==> src/rtl/lsu_handshake_if.sv <==
// Bundle between the MEM-stage pipeline, the load/store unit and the data-memory port.
//
// Handshake rule for both request channels (req_* and mm_req_*): a transfer happens on
// the rising clock edge where valid and ready are both 1. Once the producer raises valid,
// it keeps valid and the payload stable until that edge. The consumer may hold ready
// at 0 for any number of cycles. resp_valid and mm_rvalid are single-cycle pulses with
// no back-pressure.
interface lsu_handshake_if #(
  parameter int XLEN = 64
);
  localparam int NB = XLEN / 8;

  // Pipeline-side request and response
  logic            req_valid;
  logic            req_ready;
  logic            load_en;
  logic            store_en;
  logic [2:0]      funct3;
  logic [XLEN-1:0] address;
  logic [XLEN-1:0] store_data;
  logic            resp_valid;
  logic [XLEN-1:0] load_data;
  logic            resp_exc;

  // Data-memory port
  logic            mm_req_valid;
  logic            mm_req_ready;
  logic [XLEN-1:0] mm_addr;
  logic            mm_wen;
  logic [XLEN-1:0] mm_wdata;
  logic [NB-1:0]   mm_wstrb;
  logic            mm_rvalid;
  logic [XLEN-1:0] mm_rdata;

  // Current FSM state of the LSU, for observation only
  logic [1:0]      dbg_state;

  // LSU side
  modport slave (
    input  req_valid, load_en, store_en, funct3, address, store_data,
    input  mm_req_ready, mm_rvalid, mm_rdata,
    output req_ready, resp_valid, load_data, resp_exc,
    output mm_req_valid, mm_addr, mm_wen, mm_wdata, mm_wstrb,
    output dbg_state
  );

  // Pipeline and memory side
  modport master (
    output req_valid, load_en, store_en, funct3, address, store_data,
    output mm_req_ready, mm_rvalid, mm_rdata,
    input  req_ready, resp_valid, load_data, resp_exc,
    input  mm_req_valid, mm_addr, mm_wen, mm_wdata, mm_wstrb,
    input  dbg_state
  );
endinterface

==> src/rtl/lsu_handshake.sv <==
// Load/store unit for the MEM stage: valid/ready request to the data bus, byte-lane
// alignment with write strobes, response wait, funct3 legality check.
// FSM: IDLE -> REQ -> WAIT -> RESP -> IDLE (REQ -> RESP when the read data or write
// acknowledge arrives in the same cycle as the request handshake; IDLE -> RESP for
// operations that are rejected).
// Optional build macro LSU_MISALIGN_TRAP_EN: accesses whose address is not aligned to
// their size are rejected with resp_exc instead of being issued. Without the macro, no
// alignment check is made and strobe/data lanes shifted past the word are dropped.
module lsu_handshake #(
  parameter int XLEN  = 64,
  parameter int OFF_W = $clog2(XLEN / 8)
) (
  input logic            clk,
  input logic            rst,
  lsu_handshake_if.slave bus
);
  localparam int NB = XLEN / 8;

  typedef enum logic [1:0] {
    S_IDLE = 2'd0,
    S_REQ  = 2'd1,
    S_WAIT = 2'd2,
    S_RESP = 2'd3
  } state_t;

  state_t           state_q, state_d;
  logic             req_ready_q, req_ready_d;
  logic             mm_req_valid_q, mm_req_valid_d;
  logic [XLEN-1:0]  mm_addr_q, mm_addr_d;
  logic             mm_wen_q, mm_wen_d;
  logic [XLEN-1:0]  mm_wdata_q, mm_wdata_d;
  logic [NB-1:0]    mm_wstrb_q, mm_wstrb_d;
  logic             resp_valid_q, resp_valid_d;
  logic             resp_exc_q, resp_exc_d;
  logic [XLEN-1:0]  load_data_q, load_data_d;
  logic             is_store_q, is_store_d;
  logic [2:0]       funct3_q, funct3_d;
  logic [OFF_W-1:0] off_q, off_d;

  logic [OFF_W-1:0] req_off;
  logic [3:0]       req_size;
  logic             req_illegal;
  logic             req_misalign;
  logic [NB-1:0]    req_ones;
  logic [NB-1:0]    req_strb;
  logic [XLEN-1:0]  rd_shifted;
  logic [XLEN-1:0]  rd_ext;

  assign req_off  = bus.address[OFF_W-1:0];
  assign req_size = 4'd1 << bus.funct3[1:0];

  // Decode the offered op: legality, alignment and the byte strobes it would use
  always_comb begin
    if (bus.store_en) req_illegal = bus.funct3[2];
    else              req_illegal = (bus.funct3 == 3'b111);
    if ((XLEN == 32) && ((bus.funct3 == 3'b011) || (bus.funct3 == 3'b110)))
      req_illegal = 1'b1;

    req_misalign = 1'b0;
`ifdef LSU_MISALIGN_TRAP_EN
    case (bus.funct3[1:0])
      2'b01:   req_misalign = bus.address[0];
      2'b10:   req_misalign = |bus.address[1:0];
      2'b11:   req_misalign = |bus.address[2:0];
      default: req_misalign = 1'b0;
    endcase
`endif

    for (int i = 0; i < NB; i++) req_ones[i] = (i < int'(req_size));
    req_strb = req_ones << req_off;
  end

  // Pick the addressed bytes out of the returned word and extend them to XLEN
  always_comb begin
    rd_shifted = bus.mm_rdata >> {off_q, 3'b000};
    case (funct3_q)
      3'b000:  rd_ext = XLEN'($signed(rd_shifted[7:0]));
      3'b001:  rd_ext = XLEN'($signed(rd_shifted[15:0]));
      3'b010:  rd_ext = XLEN'($signed(rd_shifted[31:0]));
      3'b011:  rd_ext = rd_shifted;
      3'b100:  rd_ext = XLEN'(rd_shifted[7:0]);
      3'b101:  rd_ext = XLEN'(rd_shifted[15:0]);
      3'b110:  rd_ext = XLEN'(rd_shifted[31:0]);
      default: rd_ext = '0;
    endcase
  end

  // Next-state and next-output logic; every output is registered
  always_comb begin
    state_d        = state_q;
    req_ready_d    = req_ready_q;
    mm_req_valid_d = mm_req_valid_q;
    mm_addr_d      = mm_addr_q;
    mm_wen_d       = mm_wen_q;
    mm_wdata_d     = mm_wdata_q;
    mm_wstrb_d     = mm_wstrb_q;
    resp_valid_d   = resp_valid_q;
    resp_exc_d     = resp_exc_q;
    load_data_d    = load_data_q;
    is_store_d     = is_store_q;
    funct3_d       = funct3_q;
    off_d          = off_q;

    case (state_q)
      S_IDLE: begin
        // A request with neither enable set is not an op and gets no response
        if (bus.req_valid && (bus.load_en || bus.store_en)) begin
          req_ready_d = 1'b0;
          is_store_d  = bus.store_en;
          funct3_d    = bus.funct3;
          off_d       = req_off;
          if (req_illegal || req_misalign) begin
            state_d      = S_RESP;
            resp_valid_d = 1'b1;
            resp_exc_d   = 1'b1;
            load_data_d  = '0;
          end else begin
            state_d        = S_REQ;
            mm_req_valid_d = 1'b1;
            mm_addr_d      = {bus.address[XLEN-1:OFF_W], {OFF_W{1'b0}}};
            mm_wen_d       = bus.store_en;
            mm_wdata_d     = bus.store_data << {req_off, 3'b000};
            mm_wstrb_d     = bus.store_en ? req_strb : '0;
          end
        end
      end
      S_REQ: begin
        if (bus.mm_req_ready) begin
          mm_req_valid_d = 1'b0;
          if (bus.mm_rvalid) begin
            state_d      = S_RESP;
            resp_valid_d = 1'b1;
            resp_exc_d   = 1'b0;
            load_data_d  = is_store_q ? '0 : rd_ext;
          end else begin
            state_d = S_WAIT;
          end
        end
      end
      S_WAIT: begin
        if (bus.mm_rvalid) begin
          state_d      = S_RESP;
          resp_valid_d = 1'b1;
          resp_exc_d   = 1'b0;
          load_data_d  = is_store_q ? '0 : rd_ext;
        end
      end
      S_RESP: begin
        state_d      = S_IDLE;
        resp_valid_d = 1'b0;
        resp_exc_d   = 1'b0;
        req_ready_d  = 1'b1;
      end
      default: state_d = S_IDLE;
    endcase
  end

  // State and output registers; reset abandons any transaction in flight
  always_ff @(posedge clk or posedge rst) begin
    if (rst) begin
      state_q        <= S_IDLE;
      req_ready_q    <= 1'b1;
      mm_req_valid_q <= 1'b0;
      mm_addr_q      <= '0;
      mm_wen_q       <= 1'b0;
      mm_wdata_q     <= '0;
      mm_wstrb_q     <= '0;
      resp_valid_q   <= 1'b0;
      resp_exc_q     <= 1'b0;
      load_data_q    <= '0;
      is_store_q     <= 1'b0;
      funct3_q       <= 3'b000;
      off_q          <= '0;
    end else begin
      state_q        <= state_d;
      req_ready_q    <= req_ready_d;
      mm_req_valid_q <= mm_req_valid_d;
      mm_addr_q      <= mm_addr_d;
      mm_wen_q       <= mm_wen_d;
      mm_wdata_q     <= mm_wdata_d;
      mm_wstrb_q     <= mm_wstrb_d;
      resp_valid_q   <= resp_valid_d;
      resp_exc_q     <= resp_exc_d;
      load_data_q    <= load_data_d;
      is_store_q     <= is_store_d;
      funct3_q       <= funct3_d;
      off_q          <= off_d;
    end
  end

  assign bus.req_ready    = req_ready_q;
  assign bus.mm_req_valid = mm_req_valid_q;
  assign bus.mm_addr      = mm_addr_q;
  assign bus.mm_wen       = mm_wen_q;
  assign bus.mm_wdata     = mm_wdata_q;
  assign bus.mm_wstrb     = mm_wstrb_q;
  assign bus.resp_valid   = resp_valid_q;
  assign bus.resp_exc     = resp_exc_q;
  assign bus.load_data    = load_data_q;
  assign bus.dbg_state    = state_q;
endmodule

==> src/flat_wrapper.sv <==
// flat-port wrapper written by rule: the top's interface ports become plain ports
module lsu_handshake_flat 
#(
  parameter int XLEN  = 64,
  parameter int OFF_W = $clog2(XLEN / 8)
)
  (clk, rst, bus_req_valid, bus_load_en, bus_store_en, bus_funct3, bus_address, bus_store_data, bus_mm_req_ready, bus_mm_rvalid, bus_mm_rdata, bus_req_ready, bus_resp_valid, bus_load_data, bus_resp_exc, bus_mm_req_valid, bus_mm_addr, bus_mm_wen, bus_mm_wdata, bus_mm_wstrb, bus_dbg_state);
  lsu_handshake_if #(.XLEN(XLEN)) bus_i ();
  input logic clk;
  input logic rst;
  input wire logic [$bits(bus_i.req_valid)-1:0] bus_req_valid;
  input wire logic [$bits(bus_i.load_en)-1:0] bus_load_en;
  input wire logic [$bits(bus_i.store_en)-1:0] bus_store_en;
  input wire logic [$bits(bus_i.funct3)-1:0] bus_funct3;
  input wire logic [$bits(bus_i.address)-1:0] bus_address;
  input wire logic [$bits(bus_i.store_data)-1:0] bus_store_data;
  input wire logic [$bits(bus_i.mm_req_ready)-1:0] bus_mm_req_ready;
  input wire logic [$bits(bus_i.mm_rvalid)-1:0] bus_mm_rvalid;
  input wire logic [$bits(bus_i.mm_rdata)-1:0] bus_mm_rdata;
  output wire logic [$bits(bus_i.req_ready)-1:0] bus_req_ready;
  output wire logic [$bits(bus_i.resp_valid)-1:0] bus_resp_valid;
  output wire logic [$bits(bus_i.load_data)-1:0] bus_load_data;
  output wire logic [$bits(bus_i.resp_exc)-1:0] bus_resp_exc;
  output wire logic [$bits(bus_i.mm_req_valid)-1:0] bus_mm_req_valid;
  output wire logic [$bits(bus_i.mm_addr)-1:0] bus_mm_addr;
  output wire logic [$bits(bus_i.mm_wen)-1:0] bus_mm_wen;
  output wire logic [$bits(bus_i.mm_wdata)-1:0] bus_mm_wdata;
  output wire logic [$bits(bus_i.mm_wstrb)-1:0] bus_mm_wstrb;
  output wire logic [$bits(bus_i.dbg_state)-1:0] bus_dbg_state;
  assign bus_i.req_valid = bus_req_valid;
  assign bus_i.load_en = bus_load_en;
  assign bus_i.store_en = bus_store_en;
  assign bus_i.funct3 = bus_funct3;
  assign bus_i.address = bus_address;
  assign bus_i.store_data = bus_store_data;
  assign bus_i.mm_req_ready = bus_mm_req_ready;
  assign bus_i.mm_rvalid = bus_mm_rvalid;
  assign bus_i.mm_rdata = bus_mm_rdata;
  assign bus_req_ready = bus_i.req_ready;
  assign bus_resp_valid = bus_i.resp_valid;
  assign bus_load_data = bus_i.load_data;
  assign bus_resp_exc = bus_i.resp_exc;
  assign bus_mm_req_valid = bus_i.mm_req_valid;
  assign bus_mm_addr = bus_i.mm_addr;
  assign bus_mm_wen = bus_i.mm_wen;
  assign bus_mm_wdata = bus_i.mm_wdata;
  assign bus_mm_wstrb = bus_i.mm_wstrb;
  assign bus_dbg_state = bus_i.dbg_state;
  lsu_handshake #(.XLEN(XLEN), .OFF_W(OFF_W)) u_core (.clk(clk), .rst(rst), .bus(bus_i));
endmodule
==> config.mk <==
export PLATFORM = sky130hd
export DESIGN_NAME = lsu_handshake_flat
export DESIGN_NICKNAME = d
export VERILOG_FILES = /design/src/rtl/lsu_handshake_if.sv /design/src/rtl/lsu_handshake.sv /design/src/flat_wrapper.sv
export SDC_FILE = /design/constraint.sdc
export NUM_CORES = 1
export LEC_CHECK = 0
export ABC_AREA = 1
export CORE_ASPECT_RATIO = 1.1
export CORE_UTILIZATION = 47
export CTS_BUF_LIST = sky130_fd_sc_hd__clkbuf_8
export DETAILED_ROUTE_END_ITERATION = 10
export PLACE_DENSITY = 0.79
export SETUP_SLACK_MARGIN = 0.3
export SLEW_MARGIN = 10
export SYNTH_ARGS = -nofsm -noshare
export SYNTH_HDL_FRONTEND = slang
export SYNTH_SLANG_ARGS = --single-unit
==> constraint.sdc <==
create_clock -name clk -period 8.25 [get_ports clk]
set_clock_uncertainty 0.1 [all_clocks]
set_input_delay 1.65 -clock clk [delete_from_list [all_inputs] [get_ports clk]]
set_output_delay 1.65 -clock clk [all_outputs]
set_load 0.05 [all_outputs]
==> results by group <==
Final layout
  • Seq. cell area: 5280 µm²
  • Layout cells sized above 1: 0.0541
  • Final instance area: 16600 µm²
  • Area of the multi-input gates: 5820 µm²
  • Fin nets: 2233
  • Area growth syn-to-layout: 39.0%
  • FILL cells: 2110

Synthesis
  • Post-Synth Simple-Gate Area: 0.353
  • Share of the synthesized area in the top cell type: 0.440
  • Mean Syn Cell Area: 7.06 µm²
  • Largest family of logic cells by synthesized area: simple AND/OR/NAND/NOR gates
  • Post-synthesis xor/xnor area fraction: 0
  • Top post-synthesis cells by count: nand2_1 (797), dfrtp_1 (210), o21ai_0 (164), nand3_1 (103), buf_2 (65)
  • Post-Syn Area: 11900 µm²
  • Adder-cell share of the synthesized area: 0.00524
  • Post-synth ARST share: 1.00
  • Prevailing post-synth register cell: dfrtp_1
  • Mux cell area share after synthesis: 0.0117
  • Yosys warnings: 0
  • Top cells by area, synth: dfrtp_1 (44%), nand2_1 (25%), o21ai_0 (6.9%)
  • Library cells used by synthesis: 35
  • Synth Register Bits: 211
  • Synth area leader: dfrtp_1
  • Cell with the most instances after synthesis: nand2_1
  • Seq/Total Area, Yosys: 0.443
  • Post-synth EDFFs: 0
  • Post-synthesis instance total: 1691
  • Synth Area in Compound Gates: 0.117

Critical path
  • R2R depth: 9
  • Worst R2R Setup Slack: 4.51 ns
  • Setup CP Type: in -> reg
  • Crit Reg-Reg Endpoint: u_core.bus.load_data[57]
  • Critical Path RT: 8.59 ns
  • Worst setup startpoint: bus_funct3[0]
  • Critical path endpoint category: flip-flop
  • Crit start category: primary input
  • Origin of the critical flop-to-flop path: u_core.off_q[1]
  • Crit-path max FO: 65
  • Setup crit end: u_core.bus.load_data[4]
  • Worst path arrival time: 4.63 ns

Routing
  • Initial DRC count: 1267
  • First drt pass iteration count: 6
  • Antenna Violating Nets Remaining: 0
  • DR vias/cell: 5.46
  • DRT Wirelength: 44300 µm
  • Drt drc: 0
  • Per-cell routed wire length: 18.7 µm
  • Via count: 12.9k

Global routing
  • Vias in the first global route: 12.3k
  • Antenna violations before repair: 3
  • Global-route wire length before repair: 67500 µm
  • Total track usage: 0.335
  • Overflow after GRT: 0
  • Pin count of the biggest net entering global routing: 143

CTS
  • Root Driver: clkbuf_8
  • H-tree levels: 2
  • Setup repair bufs after CTS: 0
  • CTS sink count: 211
  • Clock Path Buffers: 3
  • Post-CTS Resized: 0
  • CTS tree: built
  • Worst skew pair latency: 0.52 ns
  • Clk slew on worst S/H paths: 0.06 ns
  • TritonCTS buffer count: 37
  • Cts-stage hold buffer count: 0

Place
  • Dpl hpwl: 31100 µm
  • Final GP Congestion: 0.980
  • Buffers on Ports: 405
  • Area after DPL: 15900 µm²

Floorplanning
  • Core footprint: 24700 µm²
  • Initial core utilization: 0.483
  • DIE HEIGHT: 169 µm
  • # rows: 60
  • Top Ports: 409
  • Die width: 154 µm
  • Die ar.: 26000 µm²

Timing
  • Fmax: 233 MHz
  • Slew at the pin with the worst max-slew slack: 1.19 ns
  • Unrepaired setup endpoints after global routing: no
  • Slew Viols, Final: 0
  • Fin Setup TNS: 0 ns
  • Final Hold Viols: 0
  • Fin crit share: 0.520
  • Headroom to the max-slew limit: 0.202
  • Crit path time final: 4.29 ns
  • Setup violators final: 0

Job
  • Max Cap Viol: 0

Run status
  • Outcome: complete, no violations

Power and ir drop
  • P per Cell Area: 417 nW/µm²
  • Leak: 8.12 nW
  • Peak supply drop: 276 µV

Min path
  • Worst hold path type: reg -> reg
-- per-layer routing --
layer  up-vias  wire length (µm)  global-route usage
met3       136              4230              0.0914
li1       6125                 -                   -
met2       659             21100               0.552
met5         -                10                   0
met1      5987             16700               0.399
met4         2              2240               0.179
-- through the flow --
stage | util | total power [mW] | hold WS (ns) | setup WS, ns | cells
5_1_grt | 0.671 | 7.29 | 0.395 | 3.64 | 2363
3_5_place_dp | 0.642 | 5.93 | 0.364 | 3.40 | 2297
3_3_place_gp | 0.642 | 5.89 | 0.361 | 3.47 | 2297
6_report | 0.671 | 6.92 | 0.377 | 3.96 | 2363
4_1_cts | 0.671 | 6.92 | 0.380 | 3.95 | 2362
2_1_floorplan | - | 4.58 | 0.405 | 0.736 | 1693
-- critical path, stage by stage --
cell and delay (ns):
clkdlybuf4s50_1 0.56, nand2_2 0.10, a21boi_2 0.17, nor2_1 0.10, nor2_4 0.16, nand3b_4 0.62, nor2_8 0.94, o21ai_0 0.21
nand2_1 0.11
-- cell families after synthesis --
| logic type | after synthesis |
|---|---|
| multiplexers | 14 |
| adder cells (fa/ha/maj) | 5 |
| other | 1 |
| flip-flops | 211 |
| AND/OR/NAND/NOR | 1029 |
| buffers and inverters | 179 |
| AO/OA/AOI/OAI | 252 |
-- cells in the final DEF (no fill, tap or decap), types with 2 or more instances in the layout --
cell             instances
o21ai_1                  5
a22oi_1                  7
buf_4                   14
o211ai_1                27
dfrtp_2                  2
dfrtp_1                208
nor2_2                   3
a31oi_1                 16
a21oi_1                 26
buf_2                    2
ha_1                     5
inv_2                    3
o21bai_1                 3
nor2_1                  53
conb_1                   3
nand4_1                 38
nand3_1                103
clkdlybuf4s50_1        403
clkbuf_8                46
o21ai_0                164
inv_1                   64
mux2i_1                 14
nand2_1                797
clkinv_2                 3
nor3_1                   2
or2_2                   27
-- how the worst min path moves through the flow --
| stage | startpoint | end | slack (ns) | depth (start not counted) |
|---|---|---|---|---|
| 2_1_floorplan | u_core.is_store_q | u_core.is_store_q | 0.40 | 2 |
| 3_3_place_gp | u_core.bus.mm_addr[46] | u_core.bus.mm_addr[46] | 0.36 | 2 |
| 3_5_place_dp | u_core.bus.mm_wdata[50] | u_core.bus.mm_wdata[50] | 0.36 | 2 |
| 4_1_cts | u_core.bus.mm_wdata[52] | u_core.bus.mm_wdata[52] | 0.38 | 2 |
| 5_1_grt | u_core.bus.mm_addr[36] | u_core.bus.mm_addr[36] | 0.40 | 2 |
| 6_report | u_core.bus.mm_addr[12] | u_core.bus.mm_addr[12] | 0.38 | 2 |
-- flip-flops by register name (all words and copies together) (netlist names), 2 cells and up --
register,count
u_core.off_q,3
u_core.bus.dbg_state,2
u_core.bus.mm_wdata,64
u_core.bus.mm_addr,61
u_core.funct3_q,3
u_core.bus.mm_wstrb,8
u_core.bus.load_data,64
-- power by group --
group          internal, mW  switching (mW)  total (mW)
sequential             1.45           0.273        1.72
clock                 0.503           0.449       0.952
combinational          1.28            2.96        4.24
-- area by class of cell --
class	instances	area share
clock buffers	46	0.0382
clock inverters	19	0.00543
diodes	1	0.000151
flip-flops and latches	211	0.319
multi-input cells	1303	0.351
well taps	310	0.0234
inverters	54	0.0128
repair buffers	419	0.250
No activity file was read; power rests on OpenSTA's default activity.
